File: src/rtl/tcb_gpio_irq_pkg.sv
// -----------------------------------------------------------------------------
// tcb_gpio_irq_pkg
//
// Shared definitions for the TCB GPIO interrupt controller:
//   - TCB bus widths and request/response payload structs
//   - register offsets of the event/interrupt block
//   - register-index enum and the address decoder that maps onto it
//   - width of the per-bit debounce counter
// -----------------------------------------------------------------------------
package tcb_gpio_irq_pkg;

    // TCB physical layer. The response is registered (one cycle of delay);
    // peripherals on this bus return read data on the cycle after the transfer.
    localparam int unsigned TCB_ABW = 32;
    localparam int unsigned TCB_DBW = 32;
    localparam int unsigned TCB_BEW = TCB_DBW / 8;

    typedef struct packed {
        logic               wen;  // 1: write, 0: read
        logic [TCB_ABW-1:0] adr;
        logic [TCB_BEW-1:0] ben;
        logic [TCB_DBW-1:0] wdt;
    } tcb_req_t;

    typedef struct packed {
        logic [TCB_DBW-1:0] rdt;
        logic               sts;
    } tcb_rsp_t;

    // Event/interrupt register offsets, decoded from adr[4:0].
    localparam logic [4:0] IRQ_ADR_INP = 5'h00;  // RO  filtered input
    localparam logic [4:0] IRQ_ADR_PND = 5'h04;  // W1C pending
    localparam logic [4:0] IRQ_ADR_MSK = 5'h08;  // RW  interrupt enable
    localparam logic [4:0] IRQ_ADR_RIS = 5'h0C;  // RW  rising-edge enable
    localparam logic [4:0] IRQ_ADR_FAL = 5'h10;  // RW  falling-edge enable
    localparam logic [4:0] IRQ_ADR_PRE = 5'h14;  // RW  prescaler reload

    typedef enum logic [2:0] {
        REG_INP,
        REG_PND,
        REG_MSK,
        REG_RIS,
        REG_FAL,
        REG_PRE,
        REG_NONE
    } irq_reg_e;

    // Debounce counter width; holds DBN-1 for DBN up to 15.
    localparam int unsigned DBN_CW = 4;

    // Word-aligned decode: the two byte-offset bits are ignored.
    function automatic irq_reg_e irq_reg_decode(input logic [4:0] adr);
        irq_reg_e idx;
        case ({adr[4:2], 2'b00})
            IRQ_ADR_INP: idx = REG_INP;
            IRQ_ADR_PND: idx = REG_PND;
            IRQ_ADR_MSK: idx = REG_MSK;
            IRQ_ADR_RIS: idx = REG_RIS;
            IRQ_ADR_FAL: idx = REG_FAL;
            IRQ_ADR_PRE: idx = REG_PRE;
            default:     idx = REG_NONE;
        endcase
        return idx;
    endfunction

endpackage : tcb_gpio_irq_pkg

File: src/rtl/tcb_if.sv
// -----------------------------------------------------------------------------
// tcb_if
//
// TCB peripheral bus interface. Carries the bus clock and synchronous
// active-high reset alongside the handshake and payload.
//   clk, rst : clock and reset shared by manager and subordinate
//   vld      : manager request valid
//   rdy      : subordinate ready
//   trn      : transfer (vld & rdy)
//   req      : request payload (wen, adr, ben, wdt)
//   rsp      : response payload (rdt, sts), one cycle after the transfer
// -----------------------------------------------------------------------------
interface tcb_if
    import tcb_gpio_irq_pkg::*;
(
    input logic clk,
    input logic rst
);

    logic     vld;
    logic     rdy;
    logic     trn;
    tcb_req_t req;
    tcb_rsp_t rsp;

    assign trn = vld & rdy;

    modport man (input clk, rst, rdy, trn, rsp, output vld, req);
    modport sub (input clk, rst, vld, trn, req, output rdy, rsp);

endinterface : tcb_if

File: src/rtl/tcb_gpio_irq_dbn.sv
// -----------------------------------------------------------------------------
// tcb_gpio_irq_dbn
//
// One-bit debounce filter. The output follows the input only after the input
// has differed from the output on DBN consecutive prescaler ticks; any return
// of the input to the output value restarts the count.
//   clk  : clock
//   rst  : synchronous active-high reset (output and counter to 0)
//   tick : prescaler tick, advances the counter
//   in   : synchronized input bit
//   out  : filtered output bit
// -----------------------------------------------------------------------------
module tcb_gpio_irq_dbn
    import tcb_gpio_irq_pkg::*;
#(
    parameter int unsigned DBN = 2
)(
    input  logic clk,
    input  logic rst,
    input  logic tick,
    input  logic in,
    output logic out
);

    logic [DBN_CW-1:0] cnt;

    // NOTE: flop updates use non-blocking assignments so every register
    // samples the values from before the clock edge, whatever the order.
    always_ff @(posedge clk) begin
        if (rst) begin
            cnt <= '0;
            out <= 1'b0;
        end else if (in == out) begin
            cnt <= '0;
        end else if (tick) begin
            if (cnt == DBN_CW'(DBN - 1)) begin
                out <= in;
                cnt <= '0;
            end else begin
                cnt <= cnt + 1'b1;
            end
        end
    end

endmodule : tcb_gpio_irq_dbn

File: src/rtl/tcb_gpio_irq.sv
// -----------------------------------------------------------------------------
// tcb_gpio_irq
//
// GPIO input event and interrupt controller on the TCB bus. Each input bit is
// debounced, edges of the filtered value are latched into W1C pending bits
// according to the rising/falling enables, and the masked OR of the pending
// bits drives a registered level interrupt.
//   GW  : GPIO width (1..32, not wider than the TCB data bus)
//   DBN : debounce length in prescaler ticks (1..15)
//   PW  : prescaler register width
//   tcb    : TCB subordinate port (clock, reset, registered response)
//   gpio_i : GPIO input, already synchronized to tcb.clk
//   irq    : interrupt request, registered, level, active-high
// -----------------------------------------------------------------------------
module tcb_gpio_irq
    import tcb_gpio_irq_pkg::*;
#(
    parameter int unsigned GW  = 32,
    parameter int unsigned DBN = 2,
    parameter int unsigned PW  = 16
)(
    tcb_if.sub             tcb,
    input  logic [GW-1:0]  gpio_i,
    output logic           irq
);

    // Bus decode
    irq_reg_e           idx;
    logic               wr;
    logic               rd;
    logic [GW-1:0]      wdt;
    logic [TCB_DBW-1:0] rdat;
    logic [TCB_DBW-1:0] rdt;

    // Registers
    logic [GW-1:0]      pnd;
    logic [GW-1:0]      msk;
    logic [GW-1:0]      ris;
    logic [GW-1:0]      fal;
    logic [PW-1:0]      pre;

    // Prescaler, filter and edge detection
    logic [PW-1:0]      pre_cnt;
    logic               tick;
    logic [GW-1:0]      flt;
    logic [GW-1:0]      flt_d;
    logic [GW-1:0]      rise;
    logic [GW-1:0]      fall;
    logic [GW-1:0]      set;
    logic [GW-1:0]      clr;

    // The subordinate never stalls and never reports an error.
    assign tcb.rdy = 1'b1;
    assign tcb.rsp = '{rdt: rdt, sts: 1'b0};

    assign idx = irq_reg_decode(tcb.req.adr[4:0]);
    assign wr  = tcb.trn &  tcb.req.wen;
    assign rd  = tcb.trn & ~tcb.req.wen;
    assign wdt = tcb.req.wdt[GW-1:0];

    // Byte enables are ignored (full-word writes) and only adr[4:2] selects.
    logic unused_bus;
    assign unused_bus = ^{tcb.req.ben, tcb.req.adr, tcb.req.wdt};

    // ------------------------------------------------------------------
    // Prescaler: down-counter, tick at zero, then reload. Writing PRE
    // restarts the count from the new value right away.
    // ------------------------------------------------------------------
    assign tick = (pre_cnt == '0);

    always_ff @(posedge tcb.clk) begin
        if (tcb.rst) begin
            pre_cnt <= '0;
        end else if (wr && idx == REG_PRE) begin
            pre_cnt <= tcb.req.wdt[PW-1:0];
        end else if (tick) begin
            pre_cnt <= pre;
        end else begin
            pre_cnt <= pre_cnt - 1'b1;
        end
    end

    // ------------------------------------------------------------------
    // Per-bit debounce filters
    // ------------------------------------------------------------------
    for (genvar i = 0; i < GW; i++) begin : g_dbn
        tcb_gpio_irq_dbn #(
            .DBN (DBN)
        ) u_dbn (
            .clk  (tcb.clk),
            .rst  (tcb.rst),
            .tick (tick),
            .in   (gpio_i[i]),
            .out  (flt[i])
        );
    end

    // ------------------------------------------------------------------
    // Edge detection and pending update. A set in the same cycle as a
    // W1C of the same bit wins, so no event is lost.
    // ------------------------------------------------------------------
    assign rise = flt & ~flt_d;
    assign fall = ~flt & flt_d;
    assign set  = (rise & ris) | (fall & fal);
    assign clr  = (wr && idx == REG_PND) ? wdt : '0;

    always_ff @(posedge tcb.clk) begin
        if (tcb.rst) begin
            flt_d <= '0;
            pnd   <= '0;
            irq   <= 1'b0;
        end else begin
            flt_d <= flt;
            pnd   <= (pnd & ~clr) | set;
            irq   <= |(pnd & msk);
        end
    end

    // ------------------------------------------------------------------
    // Writable control registers
    // ------------------------------------------------------------------
    always_ff @(posedge tcb.clk) begin
        if (tcb.rst) begin
            msk <= '0;
            ris <= '0;
            fal <= '0;
            pre <= '0;
        end else if (wr) begin
            case (idx)
                REG_MSK: msk <= wdt;
                REG_RIS: ris <= wdt;
                REG_FAL: fal <= wdt;
                REG_PRE: pre <= tcb.req.wdt[PW-1:0];
                default: ;
            endcase
        end
    end

    // ------------------------------------------------------------------
    // Read mux, sampled at the transfer and returned on the next cycle.
    // PND reads the value held before this cycle's set/clear.
    // ------------------------------------------------------------------
    // NOTE: every output of a combinational block gets a default first,
    // so no path leaves it unassigned and no latch is inferred.
    always_comb begin
        rdat = '0;
        case (idx)
            REG_INP: rdat = TCB_DBW'(flt);
            REG_PND: rdat = TCB_DBW'(pnd);
            REG_MSK: rdat = TCB_DBW'(msk);
            REG_RIS: rdat = TCB_DBW'(ris);
            REG_FAL: rdat = TCB_DBW'(fal);
            REG_PRE: rdat = TCB_DBW'(pre);
            default: rdat = '0;
        endcase
    end

    always_ff @(posedge tcb.clk) begin
        if (tcb.rst) begin
            rdt <= '0;
        end else if (rd) begin
            rdt <= rdat;
        end
    end

endmodule : tcb_gpio_irq

File: src/flat_wrapper.sv
// flat-port wrapper written by rule: the top's interface ports become plain ports
module tcb_gpio_irq_flat import tcb_gpio_irq_pkg::*;
#(
    parameter int unsigned GW  = 32,
    parameter int unsigned DBN = 2,
    parameter int unsigned PW  = 16
)
  (gpio_i, irq, clk, rst, tcb_vld, tcb_req, tcb_rdy, tcb_rsp);
  tcb_if tcb_i (.clk(clk), .rst(rst));
  input  logic [GW-1:0] gpio_i;
  output logic irq;
  input wire logic clk;
  input wire logic rst;
  input wire logic [$bits(tcb_i.vld)-1:0] tcb_vld;
  input wire logic [$bits(tcb_i.req)-1:0] tcb_req;
  output wire logic [$bits(tcb_i.rdy)-1:0] tcb_rdy;
  output wire logic [$bits(tcb_i.rsp)-1:0] tcb_rsp;
  assign tcb_i.vld = tcb_vld;
  assign tcb_i.req = tcb_req;
  assign tcb_rdy = tcb_i.rdy;
  assign tcb_rsp = tcb_i.rsp;
  tcb_gpio_irq #(.GW(GW), .DBN(DBN), .PW(PW)) u_core (.tcb(tcb_i), .gpio_i(gpio_i), .irq(irq));
endmodule
File: config.mk
export PLATFORM = sky130hd
export DESIGN_NAME = tcb_gpio_irq_flat
export DESIGN_NICKNAME = d
export VERILOG_FILES = /design/src/rtl/tcb_gpio_irq_pkg.sv /design/src/rtl/tcb_if.sv /design/src/rtl/tcb_gpio_irq_dbn.sv /design/src/rtl/tcb_gpio_irq.sv /design/src/flat_wrapper.sv
export SDC_FILE = /design/constraint.sdc
export NUM_CORES = 1
export LEC_CHECK = 0
export ABC_AREA = 1
export CAP_MARGIN = 20
export CORE_ASPECT_RATIO = 1.4
export CORE_MARGIN = 5
export CORE_UTILIZATION = 25
export DETAILED_ROUTE_END_ITERATION = 10
export GPL_ROUTABILITY_DRIVEN = 0
export SYNTH_ARGS = -nofsm -noshare
export SYNTH_HDL_FRONTEND = slang
export SYNTH_SLANG_ARGS = --single-unit
File: constraint.sdc
create_clock -name clk -period 4.95 [get_ports clk]
set_input_delay 0.99 -clock clk [delete_from_list [all_inputs] [get_ports clk]]
set_output_delay 0.99 -clock clk [all_outputs]
set_load 0.1 [all_outputs]
* Yosys cells after proc, flatten, opt, wreduce, memory -nomap -nowiden
Cells that the tools add are included.
Widths: inputs -> output; s select.
** Word-level totals
- Register bits after elaboration :: 385
- Input bits :: 104
- Word-level logic and storage cells :: 337
- Output and inout bits :: 35
** Cells by class
- Reductions and logical operators :: 74
- Add/subtract/negate cells :: 33
- Mux-type cells :: 37
- Bitwise gates (word level) :: 46
- Equal/unequal tests :: 74
** Operators with widths (number)
- $and 32x32->32 :: 6
- $pmux 32 s6 :: 1
- $add 4x1->4 const B :: 32
- $eq 4x1->1 const B :: 32
- $mux 4 :: 32
- $not 32->32 :: 3
- $reduce_and 3->1 :: 32
- $or 32x32->32 :: 2
- $reduce_or 2->1 :: 32
- $not 1->1 :: 33
- $eq 1x1->1 :: 32
- $mux 16 :: 2
- $mux 32 :: 1
- $reduce_or 32->1 :: 1
- $pmux 3 s6 :: 1
- $logic_not 16->1 :: 1
- $sub 16x1->16 const B :: 1
- $eq 3x2->1 const B :: 4
- $eq 3x3->1 const B :: 4
- $reduce_and 2->1 :: 4
- $eq 3x1->1 const B :: 2
- $logic_not 3->1 :: 2
- $and 1x1->1 :: 2
- $logic_and 1x1->1 :: 2

* Longest topological paths before layout
- Depth after elaboration :: 8
- Gate-level depth with buffers :: 12
- Depth with buffers taken out :: 11

* By module
From an unflattened synthesis, not the netlist that was laid out.
** Second synthesis, totals
- Cells, all modules :: 2590
- Area total of the unflattened synthesis :: 17473.0 µm²
** By module, submodules not included
- tcb_gpio_irq :: area an instance 9978.3 µm², instances 1, sequential area each 4504.3 µm², cells each 1436
- tcb_gpio_irq_dbn :: area an instance 234.0 µm², instances 32, sequential area each 100.1 µm², cells each 36
- tcb_gpio_irq_flat :: area an instance 7.5 µm², instances 1, sequential area each 0.0 µm², cells each 2

* Least setup slack after synthesis
OpenSTA, ideal clock, no wires.
- Path type :: in2reg
- Start :: in tcb_req[40]
- End :: reg u_core.rdt[22]
- Setup slack :: 2595 ps
- Data arrival time :: 2284 ps
- Buffers on the path :: 2
- Required time :: 4880 ps
- Library setup time :: 70 ps
- Cell stages on the path :: 12
- Path through :: inv_1 -> nand2_1 -> ha_1 -> nor2_1 -> nand2_1 -> buf_2 -> buf_2 -> o22ai_1 -> inv_1 -> nand3_1 -> nand2_1 -> a21oi_1
** On the way
- Word-level cells in the longest chain between the ends :: 4
- Elaborated cells on any way between the ends :: 14
- Classes of those cells :: 10 x eq/ne; 2 x mux; 2 x reduce/logical
** Ends and longest elaborated chain
- start: declaration :: line flat_wrapper.sv:15 : input wire logic [$bits(tcb_i.req)-1:0] tcb_req;
- $eq 3x3->1, or another cell as far along :: line tcb_gpio_irq_pkg.sv:54 : case ({adr[4:2], 2'b00})
- $pmux 3 s6 (*) :: line tcb_gpio_irq_pkg.sv:54
- $eq 3x3->1, or another cell as far along :: line tcb_gpio_irq.sv:147 : case (idx)
- $pmux 32 s6 (*) :: line tcb_gpio_irq.sv:147
- end signal: assignment :: line tcb_gpio_irq.sv:162 : rdt <= rdat;
- end: declaration :: line tcb_gpio_irq.sv:33 : logic [TCB_DBW-1:0] rdt;
Mark *: on every way between the ends. The rest lies on a longest branch, timed or not.
A chain may end at the register's enable or synchronous reset.

* Worst setup path in the final report
- Start :: in tcb_req[39]
- End :: reg u_core.pre_cnt[14]
** On the way
- Word-level cells in the longest chain between the ends :: 5
- Elaborated cells on any way between the ends :: 10
- Classes of those cells :: 6 x eq/ne; 2 x mux; 2 x reduce/logical
** Ends and longest elaborated chain
- $eq 3x3->1, or another cell as far along :: line tcb_gpio_irq_pkg.sv:54
- $pmux 3 s6 (*) :: line tcb_gpio_irq_pkg.sv:54
- $eq 3x3->1 (*) :: line tcb_gpio_irq.sv:74 : end else if (wr && idx == REG_PRE) begin
- $logic_and 1x1->1 (*) :: line tcb_gpio_irq.sv:74
- $mux 16 (*) :: line tcb_gpio_irq.sv:74
- end signal: assignment :: line tcb_gpio_irq.sv:75 : pre_cnt <= tcb.req.wdt[PW-1:0];
- end signal: assignment :: line tcb_gpio_irq.sv:77 : pre_cnt <= pre;
- end signal: assignment :: line tcb_gpio_irq.sv:79 : pre_cnt <= pre_cnt - 1'b1;
- end: declaration :: line tcb_gpio_irq.sv:43 : logic [PW-1:0] pre_cnt;
Marks and branches as above.

==> impl_metrics.toml <==
[run_status]
status = "finished, final reports clean"

[clock_network]
cts.sinks = 385
clkTransAtPathRegs_ns = 0.07
clockBufferDepth = 3
clock_latency_ns = 0.54
htreeDepth = 2
cts_resized = 0
root_buffer = "clkbuf_16"
cts_setup_buffers = 0
cts_made_buffers = 36
ctsHoldBuffers = 0
cts_tree = "done"

[routing]
drt-total-wl_um = 53200
ant_nets = 0
via_count = 16800
drc_errors = 0
first_iter_violations = 993
drtPass1Iterations = 5
routed_via_density = 4.72
post_drt_wl_per_cell_um = 14.9

[sta]
hold_slack_ns = 0.464
setup_viol = 0
tns_ns = 0
period_minus_slack_ns = 3.43
maxSlewViolCount = 0
final_hold_viol_count = 0
max_freq_mhz = 292
max_slew_margin_pct = 25.1
finalClockSkew_ns = 0.0111
worstMarginPinSlew_ns = 1.12
setup_ws_ns = 1.52
fin_crit_sh_pct = 69.2
rsz0062_at_grt = "no"

[synthesis]
yosys.area.top_type = "dfxtp_1"
synth.most_common_cell = "nand2_1"
synth_seq_area_share_pct = 43.4
netlist_instances = 2545
synth_xor_area_share_pct = 1.92
synth_top_family_by_area = "simple AND/OR/NAND/NOR gates"
async_reset_ff_share_pct = 0
synthSimpleGateAreaFrac_pct = 26.4
synth_fa_ha_area_share_pct = 0.141
synth_top_area_share_pct = 43.4
muxShareOfSynthArea_pct = 0
synthFlopType = "dfxtp_1"
synth-compound-area-share_pct = 18.7
ys_warn_count = 0
synth_cell_types = 38
synth_nets = 2651
synth-edff-count = 0
synth_area_leaders = "dfxtp_1 (43%), nand2_1 (11%), a21oi_1 (8.2%)"
synth_common_cells = "nand2_1 (500), dfxtp_1 (385), a21oi_1 (291), inv_1 (289), o21ai_0 (214)"
syn-cell-area_mm2 = 0.0178
synthesis.area_per_instance_um2 = 6.98
ys_ff_latch = 385

[global_routing]
grt.overflow.total = 0
grt_pass1_vias = 15600
grtUsageTotal_pct = 13.3
grt_antenna_before_repair = 12
grt_pass1_wl_um = 83800
grt_max_degree = 88

[final_layout]
fin_nets = 2699
syn_to_final_growth_pct = 18.0
drive_gt1_share_pct = 6.15
fin_area_mm2 = 0.0210
stdcell_count = 3559

[flow_run]
maxCapViolations = 0

[worst_setup_path]
start_kind = "input pin"
path_max_fanout = 17
required_ns = 5.37
crit_type = "in -> reg"
r2r-end = "u_core.g_dbn[10].u_dbn.cnt[1]"
cp.arrival_ns = 3.85
endpoint_kind = "flop"
r2r_start = "u_core.pre_cnt[0]"
reg2regPathDepth = 8
regToRegSetupSlack_ns = 2.14

[placed_design]
place_area_mm2 = 0.0196
pre_cts_slack_ns = 0.988
dp.cells = 3490
numPortBuffers = 103
place_hpwl_um = 36300

[worst_hold_path]
holdPathStages = 2
min_path_type = "reg -> reg"
min-delay-start = "u_core.rdt[19]"
holdPathEnd = "u_core.rdt[19]"

[die]
dieArea_mm2 = 0.0766
die_y_um = 325
start_util_pct = 25.2
num_rows = 115
fp.coreArea_mm2 = 0.0704
die_x_um = 235
boundaryPins = 139

[pwr]
leakage_nw = 7.19
irDropWorstVdd_mv = 0.269
p_per_area_mw_per_mm2 = 395
## registers in the layout, indices dropped and copies added, names as in the netlist
name                    count
u_core.g_dbn.u_dbn.cnt    128
u_core.fal                 32
u_core.flt_d               32
u_core.g_dbn.u_dbn.out     32
u_core.msk                 32
u_core.pnd                 32
u_core.rdt                 32
u_core.ris                 32
u_core.pre                 16
u_core.pre_cnt             16
u_core.irq                  1
## layout make-up
cell class	instances	area, um2
well taps	936	1170
clock buffers	51	1050
clock inverters	12	238
fillers	7605	49400
inverters	298	1120
repair buffers	129	1260
diodes	5	12.5
multi-input cells	1743	8410
flip-flops and latches	385	7710
## metrics by stage
stage	util [%]	power (W)
finish	29.8	0.00827
global route	29.8	0.00871
CTS	29.8	0.00839
detailed placement	27.9	0.00528
global placement	27.9	0.00527
floorplan	-	0.00480
## cell usage in the layout, fill, tap and decap left out, types with 2 or more instances in the layout
cell type | Yosys | routed
nand2_2 | 2 | 4
clkbuf_8 | 0 | 7
o22ai_1 | 43 | 43
clkdlybuf4s50_1 | 0 | 102
nand3_1 | 201 | 201
xor2_1 | 31 | 31
buf_4 | 6 | 23
a22oi_1 | 9 | 9
nor2_1 | 189 | 188
o21ai_0 | 214 | 214
nor3_1 | 77 | 77
xnor2_1 | 8 | 8
ha_1 | 2 | 2
diode_2 | 0 | 5
inv_2 | 8 | 8
conb_1 | 2 | 2
nand4_1 | 57 | 57
a31oi_1 | 33 | 33
bufinv_16 | 0 | 7
dfxtp_1 | 385 | 385
o21a_1 | 2 | 2
or2_2 | 38 | 38
o21ai_1 | 9 | 9
inv_1 | 289 | 288
o21ai_2 | 7 | 7
nor2_2 | 7 | 8
clkbuf_16 | 0 | 37
buf_12 | 0 | 3
clkinv_2 | 0 | 5
clkbuf_1 | 74 | 7
nand2_1 | 500 | 497
a21oi_1 | 291 | 291
a21oi_2 | 7 | 7
o211ai_1 | 7 | 7
## metal layers
layer  global-route usage (%)  vias up  part of all wire, %
met5                        0        -                 0.15
met4                     5.13       16                  3.6
met3                     2.29      108                  4.8
met2                     23.6      345                   49
met1                     15.9     7816                   43
li1                         -     8529                    -
## worst max-delay path, stage by stage
cell	delay [ns]
clkdlybuf4s50_1	0.56
inv_2	0.08
nand2_1	0.07
ha_1	0.18
nor2_1	0.06
buf_4	0.20
nand3_1	0.47
clkinv_1	0.68
nand2_1	0.25
a21oi_1	0.10
nand2_1	0.13
nand2_1	0.06
## power by group
group / switching (W) / internal [W] / total, W
Clock: 0.00124 / 0.00184 / 0.00308
Sequential: 0.000113 / 0.00323 / 0.00334
Combinational: 0.00138 / 0.000472 / 0.00186
Total: 0.00273 / 0.00554 / 0.00827
## worst max path at each step
stage,cells past startpoint,startpoint,to,slack [ns]
2_1_floorplan,12,tcb_req[40],u_core.rdt[22],2.60
3_3_place_gp,11,tcb_req[40],u_core.pre_cnt[6],1.06
3_5_place_dp,12,tcb_req[39],u_core.pre_cnt[14],0.99
4_1_cts,12,tcb_req[39],u_core.pre_cnt[14],1.54
5_1_grt,12,tcb_req[39],u_core.pre_cnt[14],1.32
6_report,12,tcb_req[39],u_core.pre_cnt[14],1.52
## cell families (layout without fill, tap and decap cells)
family | Yosys count | count (layout)
and+or+nand+nor | 1076 | 1076
AOI/OAI and AO/OA | 624 | 624
buffers and inverters | 417 | 490
DFF | 385 | 385
xor gates and xnor gates | 39 | 39
adders and majority gates | 2 | 2
other | 2 | 7
Power figures use the tool's default switching activity.
